**src/rtl/multicycle_controller.sv**
```systemverilog
// Purpose : Moore sequencer stepping one MIPS-subset instruction (add/sub/lw/sw/beq[/j]) over several clocks.
// Latency : zero-wait CPI R-type 4, lw 5, sw 4, beq 3, j 3, illegal 2; each memory wait adds one clock.
// Backpressure: memory states hold on mem_ready=0, aborting to FETCH after MAX_WAIT+1 stalled clocks.
//
// Ports:
//   clk, reset (synchronous, active-high)       opcode/funct : IR fields, sampled in DECODE
//   mem_ready : memory completes this cycle     pc_write, pc_write_cond, pc_source, i_or_d,
//   mem_read, mem_write, ir_write, reg_dst, mem_to_reg, reg_write, alu_src_a, alu_src_b, alu_op
//   state : debug view of the FSM               illegal / mem_timeout : one-cycle pulses
// Optional feature: define MC_JUMP_EN to add the JUMP state (opcode 000010).
module multicycle_controller #(
    parameter int unsigned MAX_WAIT = 15
) (
    input  logic       clk,
    input  logic       reset,
    input  logic [5:0] opcode,
    input  logic [5:0] funct,
    input  logic       mem_ready,
    output logic       pc_write,
    output logic       pc_write_cond,
    output logic [1:0] pc_source,
    output logic       i_or_d,
    output logic       mem_read,
    output logic       mem_write,
    output logic       ir_write,
    output logic       reg_dst,
    output logic       mem_to_reg,
    output logic       reg_write,
    output logic       alu_src_a,
    output logic [1:0] alu_src_b,
    output logic [2:0] alu_op,
    output logic [3:0] state,
    output logic       illegal,
    output logic       mem_timeout
);

    localparam logic [3:0] S_FETCH    = 4'd0;
    localparam logic [3:0] S_DECODE   = 4'd1;
    localparam logic [3:0] S_MEM_ADDR = 4'd2;
    localparam logic [3:0] S_MEM_RD   = 4'd3;
    localparam logic [3:0] S_MEM_WB   = 4'd4;
    localparam logic [3:0] S_MEM_WR   = 4'd5;
    localparam logic [3:0] S_R_EXEC   = 4'd6;
    localparam logic [3:0] S_R_WB     = 4'd7;
    localparam logic [3:0] S_BEQ      = 4'd8;
`ifdef MC_JUMP_EN
    localparam logic [3:0] S_JUMP     = 4'd9;
    localparam logic [5:0] OP_J       = 6'b000010;
`endif

    localparam logic [5:0] OP_RTYPE = 6'b000000;
    localparam logic [5:0] OP_LW    = 6'b100011;
    localparam logic [5:0] OP_SW    = 6'b101011;
    localparam logic [5:0] OP_BEQ   = 6'b000100;
    localparam logic [5:0] F_ADD    = 6'b100000;
    localparam logic [5:0] F_SUB    = 6'b100010;
    localparam logic [2:0] ALU_ADD  = 3'b000;
    localparam logic [2:0] ALU_SUB  = 3'b001;
    localparam logic [7:0] WAIT_LIM = 8'(MAX_WAIT);

    logic [3:0] state_q, state_d;
    logic [7:0] wait_q, wait_d;
    logic       is_lw_q, is_sub_q;
    logic       is_r, is_mem, is_beq, decode_ok;
    logic       waiting, timeout_hit;

    assign is_r   = (opcode == OP_RTYPE) && ((funct == F_ADD) || (funct == F_SUB));
    assign is_mem = (opcode == OP_LW) || (opcode == OP_SW);
    assign is_beq = (opcode == OP_BEQ);

    always_comb begin
        decode_ok = is_r || is_mem || is_beq;
`ifdef MC_JUMP_EN
        if (opcode == OP_J) decode_ok = 1'b1;
`endif
    end

    // Only the three memory-handshake states can stall; the limit check must
    // lose to mem_ready arriving in the same cycle.
    assign waiting     = (state_q == S_FETCH) || (state_q == S_MEM_RD) || (state_q == S_MEM_WR);
    assign timeout_hit = waiting && !mem_ready && (wait_q == WAIT_LIM);

    // State register, wait counter and instruction-class latches.
    always_ff @(posedge clk) begin
        if (reset) begin
            state_q  <= S_FETCH;
            wait_q   <= 8'd0;
            is_lw_q  <= 1'b0;
            is_sub_q <= 1'b0;
        end else begin
            state_q <= state_d;
            wait_q  <= wait_d;
            if (state_q == S_DECODE) begin
                is_lw_q  <= (opcode == OP_LW);
                is_sub_q <= (funct == F_SUB);
            end
        end
    end

    // Next-state logic. The counter clears on every state change and on an
    // abort (FETCH re-entering FETCH), so each wait starts from zero.
    always_comb begin
        state_d = S_FETCH;
        case (state_q)
            S_FETCH:    state_d = mem_ready ? S_DECODE : S_FETCH;
            S_DECODE: begin
                if (is_r)        state_d = S_R_EXEC;
                else if (is_mem) state_d = S_MEM_ADDR;
                else if (is_beq) state_d = S_BEQ;
`ifdef MC_JUMP_EN
                else if (opcode == OP_J) state_d = S_JUMP;
`endif
                else             state_d = S_FETCH;
            end
            S_MEM_ADDR: state_d = is_lw_q ? S_MEM_RD : S_MEM_WR;
            S_MEM_RD:   state_d = mem_ready ? S_MEM_WB : (timeout_hit ? S_FETCH : S_MEM_RD);
            S_MEM_WB:   state_d = S_FETCH;
            S_MEM_WR:   state_d = S_FETCH;
            S_R_EXEC:   state_d = S_R_WB;
            S_R_WB:     state_d = S_FETCH;
            S_BEQ:      state_d = S_FETCH;
            default:    state_d = S_FETCH;
        endcase
        if (state_q == S_MEM_WR && !mem_ready && !timeout_hit) state_d = S_MEM_WR;

        if ((state_d != state_q) || timeout_hit) wait_d = 8'd0;
        else if (waiting && !mem_ready)          wait_d = wait_q + 8'd1;
        else                                     wait_d = wait_q;
    end

    // Output decode from the registered state; everything is held at zero in reset.
    always_comb begin
        pc_write      = 1'b0;
        pc_write_cond = 1'b0;
        pc_source     = 2'b00;
        i_or_d        = 1'b0;
        mem_read      = 1'b0;
        mem_write     = 1'b0;
        ir_write      = 1'b0;
        reg_dst       = 1'b0;
        mem_to_reg    = 1'b0;
        reg_write     = 1'b0;
        alu_src_a     = 1'b0;
        alu_src_b     = 2'b00;
        alu_op        = ALU_ADD;
        state         = 4'd0;
        illegal       = 1'b0;
        mem_timeout   = 1'b0;
        if (!reset) begin
            state       = state_q;
            mem_timeout = timeout_hit;
            case (state_q)
                S_FETCH: begin
                    mem_read  = 1'b1;
                    alu_src_b = 2'b01;
                    ir_write  = mem_ready;
                    pc_write  = mem_ready;
                end
                S_DECODE: begin
                    alu_src_b = 2'b11;
                    illegal   = !decode_ok;
                end
                S_MEM_ADDR: begin
                    alu_src_a = 1'b1;
                    alu_src_b = 2'b10;
                end
                S_MEM_RD: begin
                    mem_read = 1'b1;
                    i_or_d   = 1'b1;
                end
                S_MEM_WB: begin
                    reg_write  = 1'b1;
                    mem_to_reg = 1'b1;
                end
                S_MEM_WR: begin
                    mem_write = 1'b1;
                    i_or_d    = 1'b1;
                end
                S_R_EXEC: begin
                    alu_src_a = 1'b1;
                    alu_op    = is_sub_q ? ALU_SUB : ALU_ADD;
                end
                S_R_WB: begin
                    reg_dst   = 1'b1;
                    reg_write = 1'b1;
                end
                S_BEQ: begin
                    alu_src_a     = 1'b1;
                    alu_op        = ALU_SUB;
                    pc_write_cond = 1'b1;
                    pc_source     = 2'b01;
                end
`ifdef MC_JUMP_EN
                S_JUMP: begin
                    pc_write  = 1'b1;
                    pc_source = 2'b10;
                end
`endif
                default: ;
            endcase
        end
    end

endmodule

```
**config.mk**
```make
export PLATFORM = sky130hd
export DESIGN_NAME = multicycle_controller
export DESIGN_NICKNAME = d
export VERILOG_FILES = /design/src/rtl/multicycle_controller.sv
export SDC_FILE = /design/constraint.sdc
export NUM_CORES = 1
export LEC_CHECK = 0
export ABC_AREA = 1
export CAP_MARGIN = 20
export CORE_MARGIN = 10
export CORE_UTILIZATION = 47
export CTS_BUF_LIST = sky130_fd_sc_hd__clkbuf_4 sky130_fd_sc_hd__clkbuf_8 sky130_fd_sc_hd__clkbuf_16
export DETAILED_ROUTE_END_ITERATION = 12
export PLACE_DENSITY = 0.84
export SLEW_MARGIN = 20
export SYNTH_ARGS = -nofsm -noshare
export SYNTH_HDL_FRONTEND = slang
export SYNTH_SLANG_ARGS = --single-unit
```
**constraint.sdc**
```tcl
create_clock -name clk -period 4.4 [get_ports clk]
set_input_delay 0.66 -clock clk [delete_from_list [all_inputs] [get_ports clk]]
set_output_delay 0.66 -clock clk [all_outputs]
set_load 0.01 [all_outputs]
```
==> impl_results.md <==
- Vias/cell: 5.013
- P&R area growth vs syn: 36.12%
- P_int: 0.2044 mW
- Leading area contributor after synthesis: dfxtp_1
- Comb power frac: 0.182
- Worst setup SP type: primary input
- Max clock buf depth: 2
- Combined area of the multi-input logic cells: ~620 um^2
- Antenna cells: 0
- R2R Setup Slk: 2680 ps
- CTS tree: yes
- Die height: around 67 um
- Share of layout cells above drive strength 1: 0.09000
- Tot Pwr: approximately 0.27 mW
- Initial Utilization: 0.5105
- # hold bufs at CTS: 0
- Worst-skew pair later-pin latency: roughly 280 ps
- Final Cycle Share: 0.7094
- Worst slew margin: 0.6323
- Post-CTS setup buffer count: 0
- CTS buffer count: 3
- Die X-Extent: 66.87 um
- Worst path max stage delay: 690 ps
- WS Path Type: primary input to output pin
- Critical path's most frequent cell: clkdlybuf4s50_1
- DRT Wirelength: 2673 um
- Most common cell in the netlist: nor2_1
- Number of global-route vias before repair: 1101
- Clock share of power: 0.337
- Reg2reg start: state_q[0]
- Die footprint: 4471 um^2
- Worst Hold Depth: 2
- GR Overflow Total: 0
- Worst vdd ir: about 0.17 mV
- Routed wire per std cell: 11.78 um
- Pwr dens: 195.3 nW/um^2
- Synth top area cells: dfxtp_1, nor2_1, nand2_1
- Top cell type's share of synthesized area: 0.2715
- Initial antenna violation count: 0
- R2R cell count: 12
- Root Driver: clkbuf_4
- Switch Pwr: 0.06994 mW
- Setup crit end kind: output pin
- EDFF count, synth: 0
- Global-route wire length before repair: approximately 4600 um
- # rows: 16
- Reg2Reg Capture Point: wait_q[2]
- DRC Markers: 0
- Crit path cell chain: clkdlybuf4s50_1 > nor3_1 > nand3_1 > nor2_1 > clkdlybuf4s50_1
- Avg Cell Area, Syn: 6.181 um^2
- Hold Path End: wait_q[7]
- H-tree lvl count: 1
- Synth Cell Area: 1032 um^2
- Ys async rst share: 0
- #FFs+latches synth: 14
- DR vias: 1138
- Top FF cell, synth: dfxtp_1
- I/O Pins: 38
- # fillers: 174
- Fin. max-slew vios: 0
- Register Area: 280.3 um^2
- Measured slew at the worst slew-check pin: 549.8 ps
- Hold_sp: wait_q[7]
- Arr. time, crit path: approximately 2500 ps
- Worst EP required: 3740 ps
- Fmax: 320.4 MHz
- ANT nets after route: 0
- RSZ-0062 raised after global routing: false
- Synth cell count leaders: nor2_1, nand2_1, inv_1
- Synth cell types: 25
- MaxCap Viol Count: 0
- Port Buf Inserts: 34
- Nets: between 200 and 250
- Critical-path top delay cell: clkdlybuf4s50_1
- Core ar.: 2022 um^2
- Largest delay share family, worst path: buffers and inverters
- Min Clock Period, post-route: about 3100 ps
- Status: complete, no violations
- Dpl hpwl: approximately 2300 um
- Largest net degree at the start of global routing: 18
- Yosys Warn Count: 0
- Crit Path Max Fanout: 17
- Skew final: 4.347 ps
- Sequential area share after synthesis: 0.2715
- Sequential share of power: 0.481
- Initial DRC count: 64
- Sink Count: 14
- WP buf/inv: 2
- Drt first pass iters: 4
- Clock transition at path regs: 90 ps
- Final Hold Fails: 0
- Final setup fails: 0
- Total track usage: 0.1240
- Routability cong.: 0.8767
- Setup_tns: 0 ps
- Lkg Pwr: 0.6165 nW
- Hold WC Path Type: flip-flop to flip-flop
- PostCTS Resize Cnt: 0
- Post-Synthesis Cells: 167
- Switching part of the total power: 0.2549
cell families after synthesis:
logic type,Yosys count,synth area share
simple gates,97,0.4376
fa+ha+maj,1,0.01212
mux,1,0.009697
other cells,1,0.003633
flops,14,0.2715
compound gates,15,0.07515
xor+xnor,7,0.05940
buf+inv,31,0.1309
cells in the final DEF, fill, tap and decap left out, types with 3 or more instances in the layout:
cell and instances:
a21oi_1 11, conb_1 3, dfxtp_1 14, o21ai_0 3
nand3_1 15, nor2_2 4, nand4_1 4, nor3_1 3
nand2_1 26, clkbuf_4 3, clkdlybuf4s50_1 34, nand2_2 4
inv_1 22, xor2_1 6, nor2_1 35
flip-flops by register name, indices dropped and copies added, names as in the netlist:
| name | cells |
|---|---|
| state_q | 4 |
| wait_q | 8 |
| is_sub_q | 1 |
| is_lw_q | 1 |
worst max-delay path by stage:
stage / to / slack, ps / startpoint / cells past startpoint
finish: illegal / 1280 / reset / 5
global route: illegal / 1130 / reset / 5
CTS: illegal / 1270 / reset / 5
detailed placement: illegal / 1310 / reset / 5
global placement: illegal / 1350 / reset / 5
floorplan: illegal / 2250 / reset / 4
routing by layer:
metal / GRT usage / routed length, um
met1: 0.1363 / 1134
met2: 0.2204 / 1224
met3: 0.03177 / 267
met4: 0.04872 / 46
met5: 0 / 0
per-stage QoR:
stage                 util  setup slack [ps]  hold slack, ps  area, um^2  cells
floorplan                -              2255           495.2        1040    169
global placement    0.6770              1346           512.3        1369    223
detailed placement  0.6770              1310           521.6        1369    223
CTS                 0.6949              1273           546.3        1405    227
global route        0.6949              1128           598.3        1405    227
finish              0.6949              1279           537.1        1405    227
power by group through the flow:
| stage | sequential, mW | clock (mW) | combinational [mW] |
|---|---|---|---|
| after floorplan | 0.134 | 0 | 0.0287 |
| after global placement | 0.135 | 0 | 0.0487 |
| after detailed placement | 0.135 | 0 | 0.0498 |
| after CTS | 0.132 | 0.0946 | 0.0502 |
| after global routing | 0.132 | 0.100 | 0.0557 |
| final | 0.132 | 0.0924 | 0.0500 |
cell type report:
type                       count  share of cell area
clock buffer                   4             0.02582
timing repair buffer          34              0.2422
tap                           27             0.02404
multi-input combinational    124              0.4443
sequential                    14              0.1995
inverter                      24             0.06411
worst min-delay path: stages (launching register included):
cell     delay (ps)
dfxtp_1         350
xor2_1           70
nor2_1           90
No activity file was read; power rests on OpenSTA's default activity.
